### config.mk
export PLATFORM = sky130hd
export DESIGN_NAME = prio_sel_pipe
export DESIGN_NICKNAME = d
export VERILOG_FILES = /design/src/rtl/prio_sel_pipe_pkg.sv /design/src/rtl/prio_sel_arb.sv /design/src/rtl/prio_sel_pipe.sv
export SDC_FILE = /design/constraint.sdc
export NUM_CORES = 1
export LEC_CHECK = 0
export CORE_ASPECT_RATIO = 2
export CORE_MARGIN = 2
export CORE_UTILIZATION = 55
export CTS_BUF_LIST = sky130_fd_sc_hd__clkbuf_16
export CTS_CLUSTER_DIAMETER = 100
export DETAILED_ROUTE_END_ITERATION = 8
export GPL_TIMING_DRIVEN = 1
export PLACE_DENSITY = 0.84
export SLEW_MARGIN = 25
export SYNTH_ARGS = -nofsm -noshare
export SYNTH_HDL_FRONTEND = slang
export SYNTH_HIERARCHICAL = 1
export SYNTH_SLANG_ARGS = --single-unit
### constraint.sdc
create_clock -name clk -period 6 [get_ports clk]
set_clock_uncertainty 0.15 [all_clocks]
set_input_delay 1.5 -clock clk [delete_from_list [all_inputs] [get_ports clk]]
set_output_delay 1.5 -clock clk [all_outputs]
set_load 0.01 [all_outputs]
### src/rtl/prio_sel_pipe_pkg.sv
// prio_sel_pipe_pkg
//   Shared definitions for the prio_sel_pipe block:
//   - clog2_min1(): index-width helper (never returns less than 1)
//   - reset constants for the output register
package prio_sel_pipe_pkg;

    // Width of an index able to address n items; at least 1 bit so that
    // single-channel builds still have a legal port width.
    function automatic int clog2_min1(input int n);
        int r;
        r = 0;
        for (int i = 0; i < 31; i++) begin
            if ((1 << i) < n) r = i + 1;
        end
        return (r < 1) ? 1 : r;
    endfunction

    localparam logic RST_OUT_VALID = 1'b0;
    localparam int   RST_OUT_DATA  = 0;
    localparam int   RST_OUT_SRC   = 0;

endpackage

### src/rtl/prio_sel_arb.sv
// prio_sel_arb
//   Purely combinational arbiter. Searches the request vector upward from
//   a start index, wrapping from N-1 to 0, and grants the first hit.
//   Ports:
//     i_req  [N]     request vector
//     i_ptr  [IDXW]  start index of the search (0 for fixed priority)
//     o_gnt  [N]     one-hot grant (zero when no request)
//     o_idx  [IDXW]  index of the granted channel (0 when none)
//     o_any          at least one channel granted
module prio_sel_arb #(
    parameter int N    = 6,
    parameter int IDXW = 3
) (
    input  logic [N-1:0]    i_req,
    input  logic [IDXW-1:0] i_ptr,
    output logic [N-1:0]    o_gnt,
    output logic [IDXW-1:0] o_idx,
    output logic            o_any
);

    int w_j;

    always_comb begin
        o_gnt = '0;
        o_idx = '0;
        o_any = 1'b0;
        w_j   = 0;
        for (int i = 0; i < N; i++) begin
            // Pointer is always < N, so a single subtraction wraps it.
            w_j = int'(i_ptr) + i;
            if (w_j >= N) w_j = w_j - N;
            if (!o_any && i_req[w_j]) begin
                o_any      = 1'b1;
                o_gnt[w_j] = 1'b1;
                o_idx      = IDXW'(w_j);
            end
        end
    end

endmodule

### src/rtl/prio_sel_pipe.sv
// prio_sel_pipe
//   Registered N-way priority selector with valid/ready on every input and
//   on the output. One cycle latency, one word per cycle throughput.
//   Optional feature: define PRIO_SEL_PIPE_RR_EN for round-robin arbitration;
//   otherwise fixed priority with channel 0 highest.
//   Ports:
//     clk, rst_n           clock, asynchronous active-low reset
//     in_data  [N*W]       channel k at bits [k*W +: W]
//     in_valid [N]         per-channel request
//     in_ready [N]         per-channel grant (combinational, one-hot or zero)
//     out_data [W]         registered selected word
//     out_src  [IDXW]      channel that supplied out_data
//     out_valid            output register holds a word
//     out_ready            consumer accepts the word
module prio_sel_pipe
    import prio_sel_pipe_pkg::*;
#(
    parameter  int W    = 4,
    parameter  int N    = 6,
    localparam int IDXW = clog2_min1(N)
) (
    input  logic            clk,
    input  logic            rst_n,
    input  logic [N*W-1:0]  in_data,
    input  logic [N-1:0]    in_valid,
    output logic [N-1:0]    in_ready,
    output logic [W-1:0]    out_data,
    output logic [IDXW-1:0] out_src,
    output logic            out_valid,
    input  logic            out_ready
);

    logic [N-1:0]    w_gnt;
    logic [IDXW-1:0] w_idx;
    logic            w_any;
    logic            w_load;
    logic [IDXW-1:0] w_ptr;
    logic [W-1:0]    w_sel;

    logic [W-1:0]    r_data;
    logic [IDXW-1:0] r_src;
    logic            r_valid;

    // Output register can take a word when empty or being drained this cycle.
    assign w_load = !r_valid || out_ready;

    prio_sel_arb #(.N(N), .IDXW(IDXW)) u_arb (
        .i_req (in_valid),
        .i_ptr (w_ptr),
        .o_gnt (w_gnt),
        .o_idx (w_idx),
        .o_any (w_any)
    );

`ifdef PRIO_SEL_PIPE_RR_EN
    logic [IDXW-1:0] r_ptr;

    // Next search starts just past the last winner; idle and stall cycles
    // leave the pointer alone.
    always_ff @(posedge clk or negedge rst_n) begin
        if (!rst_n) begin
            r_ptr <= '0;
        end else if (w_load && w_any) begin
            r_ptr <= (w_idx == IDXW'(N-1)) ? '0 : w_idx + 1'b1;
        end
    end
    assign w_ptr = r_ptr;
`else
    assign w_ptr = '0;
`endif

    // Grant is one-hot, so an AND-OR mux picks the winning word.
    always_comb begin
        w_sel = '0;
        for (int k = 0; k < N; k++) begin
            if (w_gnt[k]) w_sel = w_sel | in_data[k*W +: W];
        end
    end

    // Gate with rst_n so no producer sees a grant while the block is in reset.
    assign in_ready = (rst_n && w_load) ? w_gnt : '0;

    always_ff @(posedge clk or negedge rst_n) begin
        if (!rst_n) begin
            r_valid <= RST_OUT_VALID;
            r_data  <= W'(RST_OUT_DATA);
            r_src   <= IDXW'(RST_OUT_SRC);
        end else if (w_load) begin
            r_valid <= w_any;
            if (w_any) begin
                r_data <= w_sel;
                r_src  <= w_idx;
            end
        end
    end

    assign out_data  = r_data;
    assign out_src   = r_src;
    assign out_valid = r_valid;

endmodule

==> results.sh <==
export IMPL_slew_headroom=0.529
export IMPL_dieArea_mm2=0.00413
export IMPL_cts_tree="done"
export IMPL_worstPathRequired_ps=4350
export IMPL_grt_max_degree=25
export IMPL_dp_cells=357
export IMPL_clk_pin_slew_ps=30
export IMPL_setup_viol=0
export IMPL_worst_slew_pin_slew_ps=707
export IMPL_start_kind="primary input"
export IMPL_avgViaCountPerCell=6.54
export IMPL_nets=365
export IMPL_outcome="completed"
export IMPL_grt_overflow_total=0
export IMPL_finalMaxSlewViolations=0
export IMPL_h_tree_depth=1
export IMPL_min_path_type="reg2reg"
export IMPL_final_hold_viol_count=0
export IMPL_final_common_cell="clkdlybuf4s50_1"
export IMPL_syn_to_final_growth_pct=34.6
export IMPL_synth_top_area_share=0.101
export IMPL_synth_top_area_cell="dfrtp_1"
export IMPL_rsz0062_at_grt="true"
export IMPL_min_path_cells=1
export IMPL_syn_cell_area_mm2=0.00198
export IMPL_synth_warnings=6
export IMPL_cp_max_fo=5
export IMPL_vias=2366
export IMPL_synth_distinct_cells=69
export IMPL_fin_crit_ps=5920
export IMPL_wl_um=6440
export IMPL_wl_per_cell_um=17.8
export IMPL_pre_cts_ws_ps=-43.5
export IMPL_drt_initial_drc_count=95
export IMPL_holdWs_ps=353
export IMPL_peakVddDrop_uv=124
export IMPL_synth_edff_count=0
export IMPL_min_period_over_period=0.987
export IMPL_r2r_cells=3
export IMPL_postLayoutCoreUtil=0.782
export IMPL_cts_buffer_depth=2
export IMPL_layout_common_cells="46 x clkdlybuf4s50_1, 20 x nand2_1, 16 x buf_4, 16 x ha_1, 15 x inv_1"
export IMPL_drc=0
export IMPL_final_critical_path_setup_slack_ps=78.8
export IMPL_core_area_mm2=0.00342
export IMPL_drt_antenna_violating_nets=0
export IMPL_layout_cells_non_filler=362
export IMPL_grt_pass1_vias=2211
export IMPL_end_kind="output port"
export IMPL_drive_gt1_frac=0.143
export IMPL_avgSynthCellArea_um2=7.91
export IMPL_grt_first_pass_wirelength_um=9960
export IMPL_r2r_start="out_valid"
export IMPL_seq_area_frac_synth=0.101
export IMPL_rows=30
export IMPL_hp_start="out_src[1]"
export IMPL_netlist_instances=251
export IMPL_die_w_um=46.5
export IMPL_max_freq_ghz=0.169
export IMPL_arrival_ps=4270
export IMPL_root_buffer="clkbuf_16"
export IMPL_place_hpwl_um=5130
export IMPL_drv_cap=0
export IMPL_antenna_found_initial=0
export IMPL_cellPowerDensity_mw_per_mm2=189
export IMPL_synth_area_top_cells="dfrtp_1 10%, ha_1 10%, nand2_1 3.8%"
export IMPL_synth_seq_cells=8
export IMPL_io_buffers=46
export IMPL_dr_pass1_iters=5
export IMPL_grt_use_total=0.332
export IMPL_cp_startpoint="in_valid[0]"
export IMPL_clock_sinks=8
export IMPL_leakagePower_nw=1.05
export IMPL_io_pins=47
export IMPL_fp_dieH_um=88.9
export IMPL_initial_core_util=0.581
export IMPL_cts_made_buffers=3
export IMPL_gp_congestion=0.948
export IMPL_clk_latency_ps=230
export IMPL_critPathKind="in2out"
export IMPL_synth_flop_cell="dfrtp_1"
export IMPL_postCtsHoldBufs=0
export IMPL_n_antenna_cell=0
export IMPL_async_reset_ff_frac=1.00
## critical path, cell delays in order
cell	delay, ps
clkdlybuf4s50_1	450
mux2i_4	200
a211oi_1	90
nor4b_2	270
nand4_1	180
or3_1	410
o211a_1	240
o32ai_1	170
and3_1	220
clkdlybuf4s50_1	530
## final cells by class
cell class	instances	area, um^2
tap	48	60.1
multi-input combinational	223	1690
clock buffer	3	75.1
inverter	18	67.6
sequential	8	200
fill	271	744
timing repair buffer	62	581
## power by group
part / switching, W / internal [W] / total [W]
sequential: 0.00000844 / 0.0000698 / 0.0000782
combinational: 0.000163 / 0.000155 / 0.000318
clock: 0.0000228 / 0.0000856 / 0.000108
## cells by family after synthesis
logic type	after synthesis	synth area share
AOI/OAI and AO/OA	100	0.383
and+or+nand+nor	73	0.205
buffers and inverters	32	0.0820
adders and majority gates	16	0.101
muxes	15	0.0927
DFF	8	0.101
xor gates and xnor gates	6	0.0341
other	1	0.00189
## sequential cells by signal (all words and copies together), names as in the netlist
signal     cells
out_src        3
out_valid      1
out_data       4
## per-stage QoR
step                      instance area (um^2)  total power (W)  setup TNS (ps)
after floorplan                           2030         0.000271               0
after detailed placement                  2560         0.000359           -43.5
after global placement                    2560         0.000356               0
after CTS                                 2650         0.000472               0
after global routing                      2670         0.000532           -51.4
final                                     2670         0.000505               0
## metal layers
layer	part of all wire	vias up	GRT usage
met5	0	-	0
met1	0.33	1089	0.289
met2	0.54	135	0.621
met3	0.066	39	0.0545
met4	0.071	0	0.242
li1	-	1103	-
## repair_timing
item / CTS / global route
gates resized for setup: 1 / 3
cloned: 0 / 0
endpoints found under the hold margin: 0 / 0
pin swaps: 1 / 1
endpoints found under the setup margin: 1 / 4
setup buffers: 1 / 1
## synth_stat cells, types with 5 or more instances
cell and count:
nand2_1 20, ha_1 16, inv_1 15, o21ai_0 12
a21oi_1 11, a31oi_1 10, dfrtp_1 8, and3_1 7
a211oi_1 6, mux2i_1 6, nand3_1 6, nor2_1 6
nor3_1 6, a221oi_1 5, a22o_1 5, a22oi_1 5
buf_6 5, o211a_1 5, or3_1 5
## final timing paths
kind | to | slack (ps)
worst max register to register | out_src[2] | 4650
worst max-delay path | in_ready[4] | 80
worst min-delay path | out_src[1] | 350
worst min register to register | out_src[1] | 350
min in group asynchronous | out_data[3] | 1450
max in group asynchronous | out_data[2] | 3920
Note: power is estimated with default switching activity, not from simulation.
